`src/rtl/riscv_pkg.sv`:
```
// Shared definitions for the instruction-memory boot loader: state encoding,
// memory depth and word geometry.
package riscv_pkg;

  localparam int IMEM_DEPTH     = 1024;
  localparam int BYTES_PER_WORD = 4;
  localparam int WORD_W         = 32;

  typedef enum logic [2:0] {
    ST_IDLE  = 3'd0,
    ST_RECV  = 3'd1,
    ST_WRITE = 3'd2,
    ST_CHECK = 3'd3,
    ST_DONE  = 3'd4
  } loader_state_e;

endpackage

```
`src/rtl/byte_packer.sv`:
```
// Little-endian byte-to-word packer. `word` already includes the byte being
// accepted this cycle, so it is complete in the same cycle word_full pulses.
module byte_packer
  import riscv_pkg::*;
(
  input  logic              clk,
  input  logic              rst,
  input  logic              clr,
  input  logic              in_fire,
  input  logic [7:0]        in_byte,
  output logic [WORD_W-1:0] word,
  output logic              word_full
);

  localparam int IDX_W = $clog2(BYTES_PER_WORD);

  logic [IDX_W-1:0]  cnt_q, cnt_d;
  logic [WORD_W-1:0] word_q, word_d;

  always_comb begin
    cnt_d  = cnt_q;
    word_d = word_q;
    if (clr) begin
      cnt_d  = '0;
      word_d = '0;
    end else if (in_fire) begin
      word_d[{cnt_q, 3'b000} +: 8] = in_byte;
      cnt_d = cnt_q + IDX_W'(1);
    end
  end

  always_ff @(posedge clk) begin
    if (rst) begin
      cnt_q  <= '0;
      word_q <= '0;
    end else begin
      cnt_q  <= cnt_d;
      word_q <= word_d;
    end
  end

  assign word      = word_d;
  assign word_full = in_fire && !clr && (cnt_q == IDX_W'(BYTES_PER_WORD - 1));

endmodule

```
`src/rtl/imem_loader.sv`:
```
// Boot-time instruction memory writer; holds the core in reset until a program
// is loaded. Optional trailing checksum word enabled by IMEM_LOADER_CHECKSUM_EN.
module imem_loader
  import riscv_pkg::*;
#(
  parameter int DEPTH = IMEM_DEPTH,
  parameter int CNT_W = 11
) (
  input  logic             clk,
  input  logic             rst,
  input  logic             start,
  input  logic [CNT_W-1:0] num_words,
  input  logic             byte_valid,
  input  logic [7:0]       byte_data,
  output logic             byte_ready,
  output logic             mem_we,
  output logic [31:0]      mem_addr,
  output logic [31:0]      mem_wdata,
  output logic             core_rst,
  output logic             busy,
  output logic             done,
  output logic             err
);

`ifdef IMEM_LOADER_CHECKSUM_EN
  localparam bit CK_EN = 1'b1;
`else
  localparam bit CK_EN = 1'b0;
`endif

  loader_state_e     state_q, state_d;
  logic [CNT_W-1:0]  word_idx_q, word_idx_d, num_q, num_d;
  logic [WORD_W-1:0] sum_q, sum_d;
  logic              ck_ok_q, ck_ok_d;
  logic              err_q, err_d;
  logic              mem_we_q, mem_we_d;
  logic [31:0]       mem_addr_q, mem_addr_d, mem_wdata_q, mem_wdata_d;

  logic              start_ok, oversize, in_fire, word_full, last_word, ck_phase;
  logic [WORD_W-1:0] pk_word;

  assign start_ok  = start && (state_q == ST_IDLE || state_q == ST_DONE);
  assign oversize  = num_words > CNT_W'(DEPTH);
  assign in_fire   = byte_valid && byte_ready;
  assign last_word = (word_idx_q + CNT_W'(1)) == num_q;
  // Once every data word is written, the next packed word is the checksum.
  assign ck_phase  = (word_idx_q == num_q);

  byte_packer u_packer (
    .clk      (clk),
    .rst      (rst),
    .clr      (start_ok),
    .in_fire  (in_fire),
    .in_byte  (byte_data),
    .word     (pk_word),
    .word_full(word_full)
  );

  always_ff @(posedge clk) begin
    if (rst) begin
      state_q     <= ST_IDLE;
      word_idx_q  <= '0;
      num_q       <= '0;
      sum_q       <= '0;
      ck_ok_q     <= 1'b0;
      err_q       <= 1'b0;
      mem_we_q    <= 1'b0;
      mem_addr_q  <= '0;
      mem_wdata_q <= '0;
    end else begin
      state_q     <= state_d;
      word_idx_q  <= word_idx_d;
      num_q       <= num_d;
      sum_q       <= sum_d;
      ck_ok_q     <= ck_ok_d;
      err_q       <= err_d;
      mem_we_q    <= mem_we_d;
      mem_addr_q  <= mem_addr_d;
      mem_wdata_q <= mem_wdata_d;
    end
  end

  always_comb begin
    state_d = state_q;
    case (state_q)
      ST_IDLE, ST_DONE: begin
        if (start) begin
          if (oversize)                        state_d = ST_IDLE;
          else if (num_words == '0 && !CK_EN)  state_d = ST_DONE;
          else                                 state_d = ST_RECV;
        end
      end
      ST_RECV:  if (word_full) state_d = (CK_EN && ck_phase) ? ST_CHECK : ST_WRITE;
      ST_WRITE: state_d = (!CK_EN && last_word) ? ST_DONE : ST_RECV;
      ST_CHECK: state_d = ck_ok_q ? ST_DONE : ST_IDLE;
      default:  state_d = ST_IDLE;
    endcase
  end

  always_comb begin
    word_idx_d  = word_idx_q;
    num_d       = num_q;
    sum_d       = sum_q;
    ck_ok_d     = ck_ok_q;
    err_d       = err_q;
    mem_we_d    = 1'b0;
    mem_addr_d  = mem_addr_q;
    mem_wdata_d = mem_wdata_q;
    if (start_ok) begin
      num_d      = num_words;
      word_idx_d = '0;
      sum_d      = '0;
      err_d      = oversize;
    end else if (state_q == ST_RECV && word_full) begin
      if (CK_EN && ck_phase) begin
        ck_ok_d = (pk_word == sum_q);
      end else begin
        mem_we_d    = 1'b1;
        mem_addr_d  = {{(32 - CNT_W - 2){1'b0}}, word_idx_q, 2'b00};
        mem_wdata_d = pk_word;
        sum_d       = sum_q + pk_word;
      end
    end else if (state_q == ST_WRITE) begin
      word_idx_d = word_idx_q + CNT_W'(1);
    end else if (state_q == ST_CHECK && !ck_ok_q) begin
      err_d = 1'b1;
    end
  end

  always_comb begin
    byte_ready = (state_q == ST_RECV);
    busy       = (state_q == ST_RECV) || (state_q == ST_WRITE) || (state_q == ST_CHECK);
    done       = (state_q == ST_DONE);
    core_rst   = (state_q != ST_DONE);
  end

  assign err       = err_q;
  assign mem_we    = mem_we_q;
  assign mem_addr  = mem_addr_q;
  assign mem_wdata = mem_wdata_q;

endmodule
```
`config.mk`:
```
export PLATFORM = sky130hd
export DESIGN_NAME = imem_loader
export DESIGN_NICKNAME = d
export VERILOG_FILES = /design/src/rtl/riscv_pkg.sv /design/src/rtl/byte_packer.sv /design/src/rtl/imem_loader.sv
export SDC_FILE = /design/constraint.sdc
export NUM_CORES = 1
export LEC_CHECK = 0
export ABC_AREA = 1
export ABC_CLOCK_PERIOD_IN_PS = 3500
export CAP_MARGIN = 20
export CORE_AREA = 2 2 132 70
export DETAILED_ROUTE_END_ITERATION = 16
export DIE_AREA = 0 0 134 72
export GPL_TIMING_DRIVEN = 0
export HOLD_SLACK_MARGIN = 0.03
export MAX_ROUTING_LAYER = met4
export PLACE_DENSITY = 0.83
export RECOVER_POWER = 100
export SLEW_MARGIN = 20
export SYNTH_ARGS = -nofsm -noshare
export SYNTH_HDL_FRONTEND = slang
export SYNTH_SLANG_ARGS = --single-unit
```
`constraint.sdc`:
```
create_clock -name clk -period 3.5 [get_ports clk]
set_clock_uncertainty 0.15 [all_clocks]
set_input_delay 0.7 -clock clk [delete_from_list [all_inputs] [get_ports clk]]
set_output_delay 0.7 -clock clk [all_outputs]
set_load 0.02 [all_outputs]
```
==> metrics, run 1 <==
status=complete, no violations; Crit. Startpoint=byte_valid; # Max-Cap Violations=0; compound-gate portion of the synthesized area=18.8%; # DRC=0; share of post-route cells with drive strength above 1=9.91%; final worst path period share=87.8%; Worst setup SP type=input port; largest fanout on the critical path=10; Top delay family on crit path=buffers and inverters; Core Area=0.00844 sq mm; vias after detailed routing=4417; Max stage delay on crit path=490 ps; CTS H-tree lvls=3; first-pass GRT wire length=21.0 mm; setup TNS=0 ps; worst hold stages=2; Synth Cell Area=0.00454 sq mm; CP arrival=3140 ps; design area=0.00570 sq mm; Pre-antenna DRT Iters=5; Min-Delay Path Class=register to register; worst reg2reg endpoint=mem_addr[2]; synthesized flop and latch total=100; simple-gate area share of the yosys netlist=21.3%; Rel. slew slack=45.2%; sequential area share after synthesis=44.1%; Placer Congestion=1.02; Root Buffer=clkbuf_16; Worst EP required=3570 ps; leakage=2.64 nW; Most used DFF post-synth=dfxtp_1; Worst Tran Pin Value=819 ps; WS Path Type=input port to register; die width=134 um; Clock Sinks=100; cell with the most instances after synthesis=dfxtp_1; min Tclk post-route=3070 ps; endpoint class of the critical path=register; final setup vio count=0; maximum clock rate=326 MHz; Fill cells=718; Post-DP Area=0.00547 sq mm; Avg Cell Area, Syn=7.69 sq um; main combinational cell family by area after synthesis=simple AND/OR/NAND/NOR gates; post-synth top area share=44.1%; placed wire-length estimate=10.4 mm; final hold violations=0; hold endpoint=mem_wdata[14]; EDFF count, synth=0; Critical path buffers and inverters=5; list of most frequent post-synthesis cells=dfxtp_1, nand2_1, inv_1; row count=24; Post-Synth Adder-Cell Area=1.65%; die height=72 um; slowest CP cell=nor2_1; DRT Wirelength=13.7 mm; Wirelength per Cell=16.8 um; io pins=93; global route overflow=0; crit path cell chain=clkdlybuf4s50_1 > inv_1 > nor2_1 > nand2_1 > inv_1 > clkbuf_1 > clkbuf_1 > a21oi_1; Starting Density=53.8%; Iter 0 DRT Violations=388; area grow syn2layout=25.7%; hold path startpoint=mem_wdata[14]; initial antenna violation count=0; r2r setup slk=670 ps; top cells by area, synth=dfxtp_1, nand2_1, o21ai_0; Post-CTS Hold Fix Bufs=0; Synth Warn #=0; RSZ-0062 raised after global routing=no; Worst Reg-to-Reg Cells=8; Yosys cell types=41; Clock transition at path regs=70 ps; Buffers on Ports=71; pin count of the biggest net entering global routing=17; TritonCTS Buffers=9; vias per inst=5.43; final net count=721; Gate Count Post-Synth=590; number of routed nets with antenna violations=0; Synth Area in XOR/XNOR=0.386%; VDD IR max=0.000249 V; vias in the first global route=3867; # resized after CTS=0; reg2reg start=state_q[1]; antenna cells=0; P per Cell Area=417 mW/mm^2; CTS tree=built; Async SR Flop Fraction=0%; Slew Viols, Final=0; Synth area leader=dfxtp_1; Die Footprint=0.00965 sq mm; worst skew pair latency=350 ps; Max clock buf depth=2; mux cell area share after synthesis=0.883%; Total GRT Usage=29.7%; setup bufs post-CTS=0
per-layer routing:
layer / track usage (%) / vias up / routed length, um
li1: - / 2109 / -
met1: 47.3 / 2066 / 7070
met2: 37.0 / 227 / 5070
met3: 6.99 / 15 / 1450
met4: 5.32 / 0 / 104
met5: - / - / 0
kinds of logic (layout without fill, tap and decap cells):
group                      count (synthesis)  after routing
and+or+nand+nor                          203            203
AOI/OAI and AO/OA                        152            152
buffers and inverters                    122            208
DFF                                      100            100
adders and majority gates                  6              6
muxes                                      4              4
xor gates and xnor gates                   2              2
other                                      1             21
sequential cells by signal (all words and copies together), names as in the netlist:
register	cells
mem_wdata	32
u_packer.word_q	28
mem_addr	11
num_q	11
word_idx_q	11
state_q	3
u_packer.cnt_q	2
err	1
mem_we	1
area by class of cell:
| class | instances | area, sq um | share of cell area, % |
|---|---|---|---|
| timing repair buffer | 71 | 711 | 12.5 |
| clock buffer | 10 | 229 | 4.01 |
| inverter | 74 | 278 | 4.87 |
| tap | 117 | 146 | 2.57 |
| sequential | 100 | 2000 | 35.1 |
| clock inverter | 5 | 60.1 | 1.05 |
| multi-input combinational | 388 | 1990 | 35.0 |
| buffer | 48 | 283 | 4.96 |
how the worst max path moves through the flow:
| stage | endpoint | slack (ps) | cells past startpoint |
|---|---|---|---|
| 2_1_floorplan | mem_wdata[13] | 1290 | 10 |
| 6_report | mem_addr[2] | 430 | 8 |
| 5_1_grt | mem_addr[3] | 200 | 9 |
| 3_5_place_dp | mem_wdata[11] | 770 | 6 |
| 3_3_place_gp | mem_wdata[9] | 810 | 11 |
| 4_1_cts | mem_wdata[11] | 760 | 11 |
power breakdown:
part,total [mW],internal (mW),switching [mW],leakage (nW)
Combinational,0.211,0.0748,0.136,1.69
Sequential,1.17,1.16,0.0141,0.809
Clock,0.995,0.554,0.440,0.139
metrics by stage:
step                hold slack (ps)  total power, mW  std cells  setup WS, ps  utilization, %
floorplan                       280             1.33        610          1290               -
global placement                303             1.40        798           810            64.8
detailed placement              302             1.40        798           774            64.8
CTS                             325             2.37        813           762            68.2
global route                    345             2.44        813           204            67.6
finish                          320             2.38        813           428            67.6
placed cells by master (no fill, tap or decap), drive strengths merged, types with 28 or more instances in the layout:
cell type    count
dfxtp          100
nand3           47
a21oi           51
nor2            50
buf             30
nand2           89
o21ai           72
dlygate4sd3     50
inv             74
clkbuf          28
worst register-to-register path, cell delays in order, from the launching register on:
cell	delay [ps]
dfxtp_1	330
inv_1	130
nand3_2	130
nor2_1	510
nand2_1	270
inv_1	140
clkbuf_1	430
clkbuf_1	470
a21oi_1	150
(Power assumes the default switching activity.)
==> run 2, diff against run 1 <==
--- a/config.mk
+++ b/config.mk
@@ -8,9 +8,10 @@
 export ABC_AREA = 1
 export ABC_CLOCK_PERIOD_IN_PS = 3500
 export CAP_MARGIN = 20
-export CORE_AREA = 2 2 132 70
+export CORE_AREA = 8 8 138 76
+export CTS_BUF_LIST = sky130_fd_sc_hd__clkbuf_4 sky130_fd_sc_hd__clkbuf_8 sky130_fd_sc_hd__clkbuf_16
 export DETAILED_ROUTE_END_ITERATION = 16
-export DIE_AREA = 0 0 134 72
+export DIE_AREA = 0 0 146 84
 export GPL_TIMING_DRIVEN = 0
 export HOLD_SLACK_MARGIN = 0.03
 export MAX_ROUTING_LAYER = met4
==> run 2 against run 1 <==
Total power fell by 3.1%. Final cell count is 0.12% lower. Clock power decreased by 7.6%. Flip-flop and latch count is the same. Highest routed layer unchanged. Via count fell by 1.9%. Maximum frequency decreased by 1.6%. Core utilization is 0.43 points lower. Sequential power barely moved. Non-clock buffer count unchanged. Global-route usage fell by 6.0 points.
==> metrics, run 2 (synthesis gave the netlist of run 1 again) <==
number of routed nets with antenna violations=0 (unchanged); final worst path period share=89.1% (was 87.8%); share of post-route cells with drive strength above 1=10.2% (was 9.91%); setup TNS=0 ps (unchanged); Buffers on Ports=71 (unchanged); DRT Wirelength=14.0 mm (was 13.7 mm); Core Area=0.00847 sq mm (was 0.00844 sq mm); Fill cells=733 (was 718); initial antenna violation count=0 (unchanged); Seq. cell area=0.00200 sq mm (unchanged); Clock transition at path regs=70 ps (about the same); Total GRT Usage=23.6% (was 29.7%); CTS H-tree lvls=3 (unchanged); Post-CTS Hold Fix Bufs=0 (unchanged); vias in the first global route=4179 (was 3867); Pre-antenna DRT Iters=5 (unchanged); leakage=2.63 nW (was 2.64 nW); placed wire-length estimate=11.0 mm (was 10.4 mm); min Tclk post-route=3120 ps (was 3070 ps); P per Cell Area=405 mW/mm^2 (was 417 mW/mm^2); final net count=721 (unchanged); CTS tree=built (unchanged); final setup margin=380 ps (was 428 ps); Max clock buf depth=2 (unchanged); worst skew pair latency=350 ps (about the same); die width=146 um (was 134 um); # DRC=0 (unchanged); VDD IR max=0.000222 V (was 0.000249 V); Hold WS=314 ps (was 320 ps); vias after detailed routing=4334 (was 4417); maximum clock rate=321 MHz (was 326 MHz); Die Footprint=0.0123 sq mm (was 0.00965 sq mm); antenna cells=0 (unchanged); # resized after CTS=0 (unchanged); Slew Viols, Final=0 (unchanged); Cells after DPL=798 (unchanged); Placer Congestion=0.937 (was 1.02); commonest non-fill, non-tap cells in the layout=dfxtp_1, nand2_1, o21ai_0 (was dfxtp_1, nand2_1, inv_1, o21ai_0, a21oi_1); area grow syn2layout=25.3% (was 25.7%); status=complete, no violations (unchanged); pin count of the biggest net entering global routing=16 (was 17); post-layout util=67.2% (was 67.6%); Final Power=2.30 mW (was 2.38 mW); TritonCTS Buffers=9 (unchanged); Post-DP Area=0.00547 sq mm (unchanged); Worst setup SP type=input port (unchanged); max reg flops=32 (unchanged); pre-CTS WS=770 ps (was 774 ps); Rel. slew slack=50.4% (was 45.2%); global route overflow=0 (unchanged); Clock Sinks=100 (unchanged); final setup vio count=0 (unchanged); # Max-Cap Violations=0 (unchanged); die height=84 um (was 72 um); WS Path Type=input port to register (unchanged); Wirelength per Cell=17.3 um (was 16.8 um); area of the multi-input gates=0.00200 sq mm (was 0.00199 sq mm); Worst EP required=3560 ps (was 3570 ps); io pins=93 (unchanged); Root Buffer=clkbuf_16 (unchanged); largest fanout on the critical path=10 (unchanged); final hold violations=0 (unchanged); CP arrival=3180 ps (was 3140 ps); vias per inst=5.34 (was 5.43); design area=0.00569 sq mm (was 0.00570 sq mm); endpoint class of the critical path=register (unchanged); setup bufs post-CTS=0 (unchanged); RSZ-0062 raised after global routing=no (unchanged); Iter 0 DRT Violations=492 (was 388); commonest non-fill, non-tap cell in the layout=dfxtp_1 (unchanged); Worst Tran Pin Value=741 ps (was 819 ps); Starting Density=53.6% (was 53.8%); Final Non-Filler Cells=812 (was 813); row count=24 (unchanged); Min-Delay Path Class=register to register (unchanged); first-pass GRT wire length=22.5 mm (was 21.0 mm)
## run 2: final cells by class
class	count	share of cell area (%)
Clock inverter	4	0.484
Sequential cell	100	35.2
Inverter	74	4.88
Buffer	48	5.04
Tap cell	117	2.57
Timing Repair Buffer	71	12.5
Multi-Input combinational cell	388	35.1
Clock buffer	10	4.20
## run 2: worst paths after layout
check / start / endpoint / slack, ps / depth (start not counted)
worst max-delay path: byte_valid / mem_wdata[5] / 380 / 8
worst min-delay path: mem_wdata[26] / mem_wdata[26] / 310 / 2
worst max register to register: state_q[1] / mem_wdata[5] / 640 / 8
worst min register to register: mem_wdata[26] / mem_wdata[26] / 310 / 2
## run 2: per-layer routing
metal | global-route usage, % | wire length [um]
met1 | 33.5 | 6660
met2 | 30.0 | 5310
met3 | 9.69 | 2000
met4 | 4.64 | 77
met5 | - | 0
## run 2: where the power goes
group / internal [mW] / leakage [nW] / switching [mW] / total [mW]
registers: 1.16 / 0.809 / 0.0143 / 1.17
clock network: 0.492 / 0.122 / 0.427 / 0.919
logic: 0.0750 / 1.70 / 0.137 / 0.212
total: 1.72 / 2.63 / 0.578 / 2.30
## run 2: critical path, cell delays in order
cell,delay [ps]
clkdlybuf4s50_1,450
inv_1,40
nor2_1,560
nand2_1,280
inv_1,160
clkbuf_1,470
clkbuf_2,380
a21oi_1,110
